<file path="src/rtl/systolic_cmd_sequencer.sv">
// Bus initiator that programs one systolic matrix operation through the 8-bit
// CPU register interface, pulses start, polls status and returns a response.
// Latency: 8 write cycles after the accept edge, then one status read every
// POLL_GAP+2 cycles. All bus strobes are gated by bus_ready. The response
// holds until rsp_ready. cmd_ready is high only in IDLE.
// Ports:
//   clk, rst                      clock, async active-high reset
//   cmd_valid/ready, cmd_*        descriptor handshake and fields
//   bus_addr/_read_enable/_write_enable/_write_data/_read_data/_ready
//                                 register bus towards the systolic system
//   rsp_valid/ready, rsp_error/_status/_polls
//                                 completion record
//   busy                          high whenever not IDLE
module systolic_cmd_sequencer #(
  parameter int POLL_GAP      = 4,
  parameter int TIMEOUT_POLLS = 1024,
  parameter int POLL_W        = 16
) (
  input  logic              clk,
  input  logic              rst,
  input  logic              cmd_valid,
  output logic              cmd_ready,
  input  logic [1:0]        cmd_op,
  input  logic [3:0]        cmd_rows,
  input  logic [3:0]        cmd_cols,
  input  logic [7:0]        cmd_base_a,
  input  logic [7:0]        cmd_base_b,
  input  logic [7:0]        cmd_base_c,
  output logic [7:0]        bus_addr,
  output logic              bus_read_enable,
  output logic              bus_write_enable,
  output logic [7:0]        bus_write_data,
  input  logic [7:0]        bus_read_data,
  input  logic              bus_ready,
  output logic              rsp_valid,
  input  logic              rsp_ready,
  output logic              rsp_error,
  output logic [7:0]        rsp_status,
  output logic [POLL_W-1:0] rsp_polls,
  output logic              busy
);

  localparam int GAP_W    = (POLL_GAP > 1) ? $clog2(POLL_GAP) : 1;
  localparam int GAP_LAST = (POLL_GAP > 0) ? POLL_GAP - 1 : 0;

  typedef enum logic [3:0] {
    IDLE, WR_OP, WR_ROWS, WR_COLS, WR_A, WR_B, WR_C,
    WR_START, WR_CLEAR, GAP, RD_REQ, RD_WAIT, RESP
  } state_t;

  // With no gap configured the poll loop goes straight back to the read.
  localparam state_t POLL_NEXT = (POLL_GAP == 0) ? RD_REQ : GAP;

  state_t              r_state;
  state_t              w_next;

  logic [1:0]          r_op;
  logic [3:0]          r_rows;
  logic [3:0]          r_cols;
  logic [7:0]          r_base_a;
  logic [7:0]          r_base_b;
  logic [7:0]          r_base_c;
  logic [POLL_W-1:0]   r_polls;
  logic [GAP_W-1:0]    r_gap;
  logic                r_seen_busy;
  logic [7:0]          r_status;
  logic                r_error;

  logic [7:0]          w_addr;
  logic [7:0]          w_wdata;
  logic                w_is_wr;
  logic                w_accept;
  logic                w_sample;
  logic                w_gap_done;
  logic [POLL_W-1:0]   w_polls_inc;
  logic                w_success;
  logic                w_timeout;

  assign w_accept    = (r_state == IDLE) && cmd_valid;
  assign w_sample    = (r_state == RD_WAIT) && bus_ready;
  assign w_gap_done  = (r_gap == GAP_W'(GAP_LAST));
  // Saturate rather than wrap so a huge count never looks small.
  assign w_polls_inc = (r_polls == {POLL_W{1'b1}}) ? r_polls : r_polls + POLL_W'(1);
  // Done bit wins; otherwise busy falling after having been seen high means
  // the one-cycle done pulse was missed between polls.
  assign w_success   = bus_read_data[1] | (~bus_read_data[0] & r_seen_busy);
  assign w_timeout   = ~w_success & (w_polls_inc >= POLL_W'(TIMEOUT_POLLS));

  always_ff @(posedge clk or posedge rst) begin
    if (rst) begin
      r_state <= IDLE;
    end else begin
      r_state <= w_next;
    end
  end

  always_comb begin
    w_next  = r_state;
    w_addr  = 8'h00;
    w_wdata = 8'h00;
    w_is_wr = 1'b0;
    case (r_state)
      IDLE: begin
        if (cmd_valid) w_next = WR_OP;
      end
      WR_OP: begin
        w_is_wr = 1'b1;
        w_addr  = 8'h02;
        w_wdata = {6'b0, r_op};
        if (bus_ready) w_next = WR_ROWS;
      end
      WR_ROWS: begin
        w_is_wr = 1'b1;
        w_addr  = 8'h03;
        w_wdata = {4'b0, r_rows};
        if (bus_ready) w_next = WR_COLS;
      end
      WR_COLS: begin
        w_is_wr = 1'b1;
        w_addr  = 8'h04;
        w_wdata = {4'b0, r_cols};
        if (bus_ready) w_next = WR_A;
      end
      WR_A: begin
        w_is_wr = 1'b1;
        w_addr  = 8'h05;
        w_wdata = r_base_a;
        if (bus_ready) w_next = WR_B;
      end
      WR_B: begin
        w_is_wr = 1'b1;
        w_addr  = 8'h06;
        w_wdata = r_base_b;
        if (bus_ready) w_next = WR_C;
      end
      WR_C: begin
        w_is_wr = 1'b1;
        w_addr  = 8'h07;
        w_wdata = r_base_c;
        if (bus_ready) w_next = WR_START;
      end
      WR_START: begin
        w_is_wr = 1'b1;
        w_addr  = 8'h00;
        w_wdata = 8'h01;
        if (bus_ready) w_next = WR_CLEAR;
      end
      // Dropping start right away keeps the engine from re-triggering once
      // it finishes and deasserts busy.
      WR_CLEAR: begin
        w_is_wr = 1'b1;
        w_addr  = 8'h00;
        w_wdata = 8'h00;
        if (bus_ready) w_next = POLL_NEXT;
      end
      GAP: begin
        w_addr = 8'h01;
        if (w_gap_done) w_next = RD_REQ;
      end
      RD_REQ: begin
        w_addr = 8'h01;
        if (bus_ready) w_next = RD_WAIT;
      end
      RD_WAIT: begin
        w_addr = 8'h01;
        if (bus_ready) begin
          if (w_success || w_timeout) w_next = RESP;
          else                        w_next = POLL_NEXT;
        end
      end
      RESP: begin
        if (rsp_ready) w_next = IDLE;
      end
      default: w_next = IDLE;
    endcase
  end

  always_ff @(posedge clk or posedge rst) begin
    if (rst) begin
      r_op        <= 2'd0;
      r_rows      <= 4'd0;
      r_cols      <= 4'd0;
      r_base_a    <= 8'h00;
      r_base_b    <= 8'h00;
      r_base_c    <= 8'h00;
      r_polls     <= '0;
      r_gap       <= '0;
      r_seen_busy <= 1'b0;
      r_status    <= 8'h00;
      r_error     <= 1'b0;
    end else begin
      if (w_accept) begin
        r_op        <= cmd_op;
        r_rows      <= cmd_rows;
        r_cols      <= cmd_cols;
        r_base_a    <= cmd_base_a;
        r_base_b    <= cmd_base_b;
        r_base_c    <= cmd_base_c;
        r_polls     <= '0;
        r_gap       <= '0;
        r_seen_busy <= 1'b0;
        r_status    <= 8'h00;
        r_error     <= 1'b0;
      end
      if (r_state == GAP) begin
        r_gap <= w_gap_done ? '0 : r_gap + GAP_W'(1);
      end
      if (w_sample) begin
        r_status <= bus_read_data;
        r_polls  <= w_polls_inc;
        r_error  <= w_timeout;
        if (bus_read_data[0]) r_seen_busy <= 1'b1;
      end
    end
  end

  assign cmd_ready        = (r_state == IDLE);
  assign busy             = (r_state != IDLE);
  assign bus_addr         = w_addr;
  assign bus_write_data   = w_wdata;
  assign bus_write_enable = w_is_wr & bus_ready;
  assign bus_read_enable  = (r_state == RD_REQ) & bus_ready;
  assign rsp_valid        = (r_state == RESP);
  assign rsp_error        = r_error;
  assign rsp_status       = r_status;
  assign rsp_polls        = r_polls;

endmodule

</file>
<file path="config.mk">
export PLATFORM = sky130hd
export DESIGN_NAME = systolic_cmd_sequencer
export DESIGN_NICKNAME = d
export VERILOG_FILES = /design/src/rtl/systolic_cmd_sequencer.sv
export SDC_FILE = /design/constraint.sdc
export NUM_CORES = 1
export LEC_CHECK = 0
export BUFFER_PORTS_ARGS = -buffer_cell sky130_fd_sc_hd__buf_2
export CAP_MARGIN = 20
export CORE_AREA = 2 2 58 115
export DETAILED_ROUTE_END_ITERATION = 10
export DIE_AREA = 0 0 60 117
export GPL_TIMING_DRIVEN = 1
export PLACE_DENSITY = 0.84
export SKIP_CTS_REPAIR_TIMING = 1
export SLEW_MARGIN = 25
export SYNTH_ARGS = -nofsm -noshare
export SYNTH_HDL_FRONTEND = slang
export SYNTH_SLANG_ARGS = --single-unit
</file>
<file path="constraint.sdc">
create_clock -name clk -period 6.15 [get_ports clk]
set_input_delay 1.23 -clock clk [delete_from_list [all_inputs] [get_ports clk]]
set_output_delay 1.23 -clock clk [all_outputs]
set_load 0.1 [all_outputs]
</file>
==> impl_metrics.ini <==
[floorplanning]
dieArea_um2 = 7020
die_w_um = 60
initial_utilization_pct = 55.1
die_h_um = 117
rows = 41
core_area_um2 = 6210
ios = 93

[synth]
ys_ff_latch = 66
synth.area.top_cells = dfrtp_1 (48%), mux2_2 (13%), nand2_1 (3.8%)
ys.warnings.count = 0
yosysTopAreaCell = dfrtp_1
synth_cell_types = 45
synth_top_area_share_pct = 48.3
syn_area_um2 = 3420
syn_avg_cell_area_um2 = 10.5
synth.yosys.seq_area_share_pct = 48.3
synth_cells = 327

[timing]
hold_violations = 0
finClkSkew_ns = 0.00750
fin_tns_setup_ns = 0
slew_headroom_pct = 40.8
fin_crit_ns = 3.83
fin_crit_sh_pct = 62.2
slew_violations = 0
rsz0062_at_grt = false
setup_violations = 0
tightest_slew_ns = 0.888
layout_setup_ws_ns = 2.32
fmax_ghz = 0.261

[drt]
via_per_inst = 5.43
antenna_left = 0
firstDrtPassIters = 4
vias = 2715
wire_per_inst_um = 14.1
drt_iter0_markers = 122
remaining_drc_errors = 0
totalWireLength_mm = 7.05

[setup_path]
critPathLaunchType = flop
reg2reg_depth = 6
path_class = flop to primary output
r2r_end = rsp_polls[9]
r2r_start = r_state[1]
crit_path_start = r_state[0]
arrival_ns = 2.60
crit_fanout = 23
worstPathRequired_ns = 4.92
end_kind = primary output
r2r_slack_ns = 3.09

[min_path]
worstHoldPathCells = 2
hold-path-endpoint = rsp_status[2]
holdCritStartpoint = rsp_status[2]
hp-class = flop to flop

[cells_and_area]
final_common_cell = buf_2
diodes = 0
fin_area_um2 = 4200
areaGrowthSynthToFinish_pct = 22.9
most-common-layout-cells = buf_2 (87), dfrtp_1 (66), mux2_2 (39), nand2_1 (34), nand3_1 (26)
drive_gt1_share_pct = 38.2
nNetsFinal = 458

[placed_design]
hpwl_mm = 4.86
port_buffers = 87
dpl_worst_slack_ns = 2.69
gp_congestion = 0.736
placed_area_um2 = 3880

[cts]
clock_path_buffers = 2
cts_buffers = 9
cts_tree = yes
h-tree-depth = 3
clock_latency_ns = 0.33
clk_pin_slew_ns = 0.05
root_buffer = clkbuf_16
cts.sinks = 66

[global_route]
grt_max_degree = 67
grtUsageMet1_pct = 27.3
met3_usage_pct = 7.58
grt_use_met2_pct = 34.4
top_usage_layer = met2
antenna_found_initial = 0
grt_pass1_vias = 2592
grt_overflow = 0
grtUsageTotal_pct = 22.1
grt_pass1_wl_mm = 11.6

[power]
p_leak_uw = 0.00206
pwr_density_cell_nw_per_um2 = 610
vdd_drop_max_v = 0.000551

[status]
status = complete, no violations

[run]
cap_violations = 0
-- metrics by stage --
stage	total power, µW	cells	util (%)	hold slack, ns
final	2560	500	67.7	0.490
after global routing	2700	500	67.7	0.512
after CTS	2580	500	67.7	0.495
after detailed placement	2050	484	62.6	0.481
after global placement	2010	484	62.6	0.473
after floorplan	1840	331	-	0.459
-- registers in the layout, summed over array words and instances, names as in the netlist --
| register | count |
|---|---|
| rsp_polls | 16 |
| r_seen_busy | 1 |
| rsp_status | 8 |
| r_base_a | 8 |
| rsp_error | 1 |
| r_base_c | 8 |
| r_cols | 4 |
| r_rows | 4 |
| r_op | 2 |
| r_state | 4 |
| r_base_b | 8 |
| r_gap | 2 |
-- per-layer routing --
layer	routed length [µm]	up-vias	part of all wire [%]
li1	-	1331	-
met1	2890	1281	41
met2	3580	95	51
met3	482	8	6.8
met4	95	0	1.3
met5	0	-	0
-- cell families (layout without fill, tap and decap cells) --
kind of cell	after synthesis	count (layout)	share of synthesized area [%]
xor gates and xnor gates	2	2	0.513
muxes	51	51	16.4
and+or+nand+nor	121	121	18.4
DFF	66	66	48.3
buffers and inverters	32	115	4.43
AOI/OAI and AO/OA	52	52	11.1
other	1	5	0.110
adders and majority gates	2	2	0.732
-- area by class of cell --
| type | instances | area, µm² |
|---|---|---|
| Multi-Input combinational cell | 233 | 1630 |
| Clock inverter | 1 | 30.0 |
| Sequential cell | 66 | 1650 |
| Fill cell | 504 | 2010 |
| Clock buffer | 15 | 288 |
| Tap cell | 86 | 108 |
| Inverter | 9 | 33.8 |
| Timing Repair Buffer | 90 | 458 |
-- synth_stat cells --
master,number
nor4_4,1
o2111ai_2,1
nor3_1,3
nor2_1,25
and2_1,1
nand2b_1,7
mux2i_1,12
a211oi_1,6
o211ai_1,2
mux2_2,39
ha_1,2
buf_1,4
o31ai_1,4
a21oi_1,10
nor2b_1,2
or3_1,2
nor3b_1,3
dfrtp_1,66
clkbuf_1,6
nand3_1,26
nand4_4,1
or3b_2,2
conb_1,1
and3_1,5
buf_4,6
a22oi_1,2
inv_2,1
a31o_1,1
o41ai_2,2
buf_2,7
a31o_2,1
o221ai_2,1
a22o_1,1
nand2_1,35
nor4b_4,1
nor4_1,3
a31oi_2,1
inv_1,8
o21ai_0,11
nand4_1,3
a311oi_1,3
nor3_2,1
xnor2_1,2
a221oi_1,3
o21ai_1,3
-- power breakdown --
part	internal [µW]	leakage [µW]	switching [µW]
logic	343	0.00106	938
clock network	358	0.000156	170
registers	598	0.000842	155
-- critical path: stages, from the launching register on --
cell,delay [ns]
dfrtp_1,0.81
inv_2,0.21
nor2_1,0.35
a21oi_1,0.13
a211oi_1,0.29
buf_2,0.48
-- worst max path at each step --
stage                   endpoint  slack, ns  cells after the start
2_1_floorplan  bus_write_data[1]       1.43                      4
3_3_place_gp   bus_write_data[1]       2.74                      5
3_5_place_dp   bus_write_data[1]       2.69                      5
4_1_cts        bus_write_data[1]       2.30                      5
5_1_grt        bus_write_data[1]       2.11                      5
6_report       bus_write_data[1]       2.32                      5
Note: power is estimated with default switching activity, not from simulation.
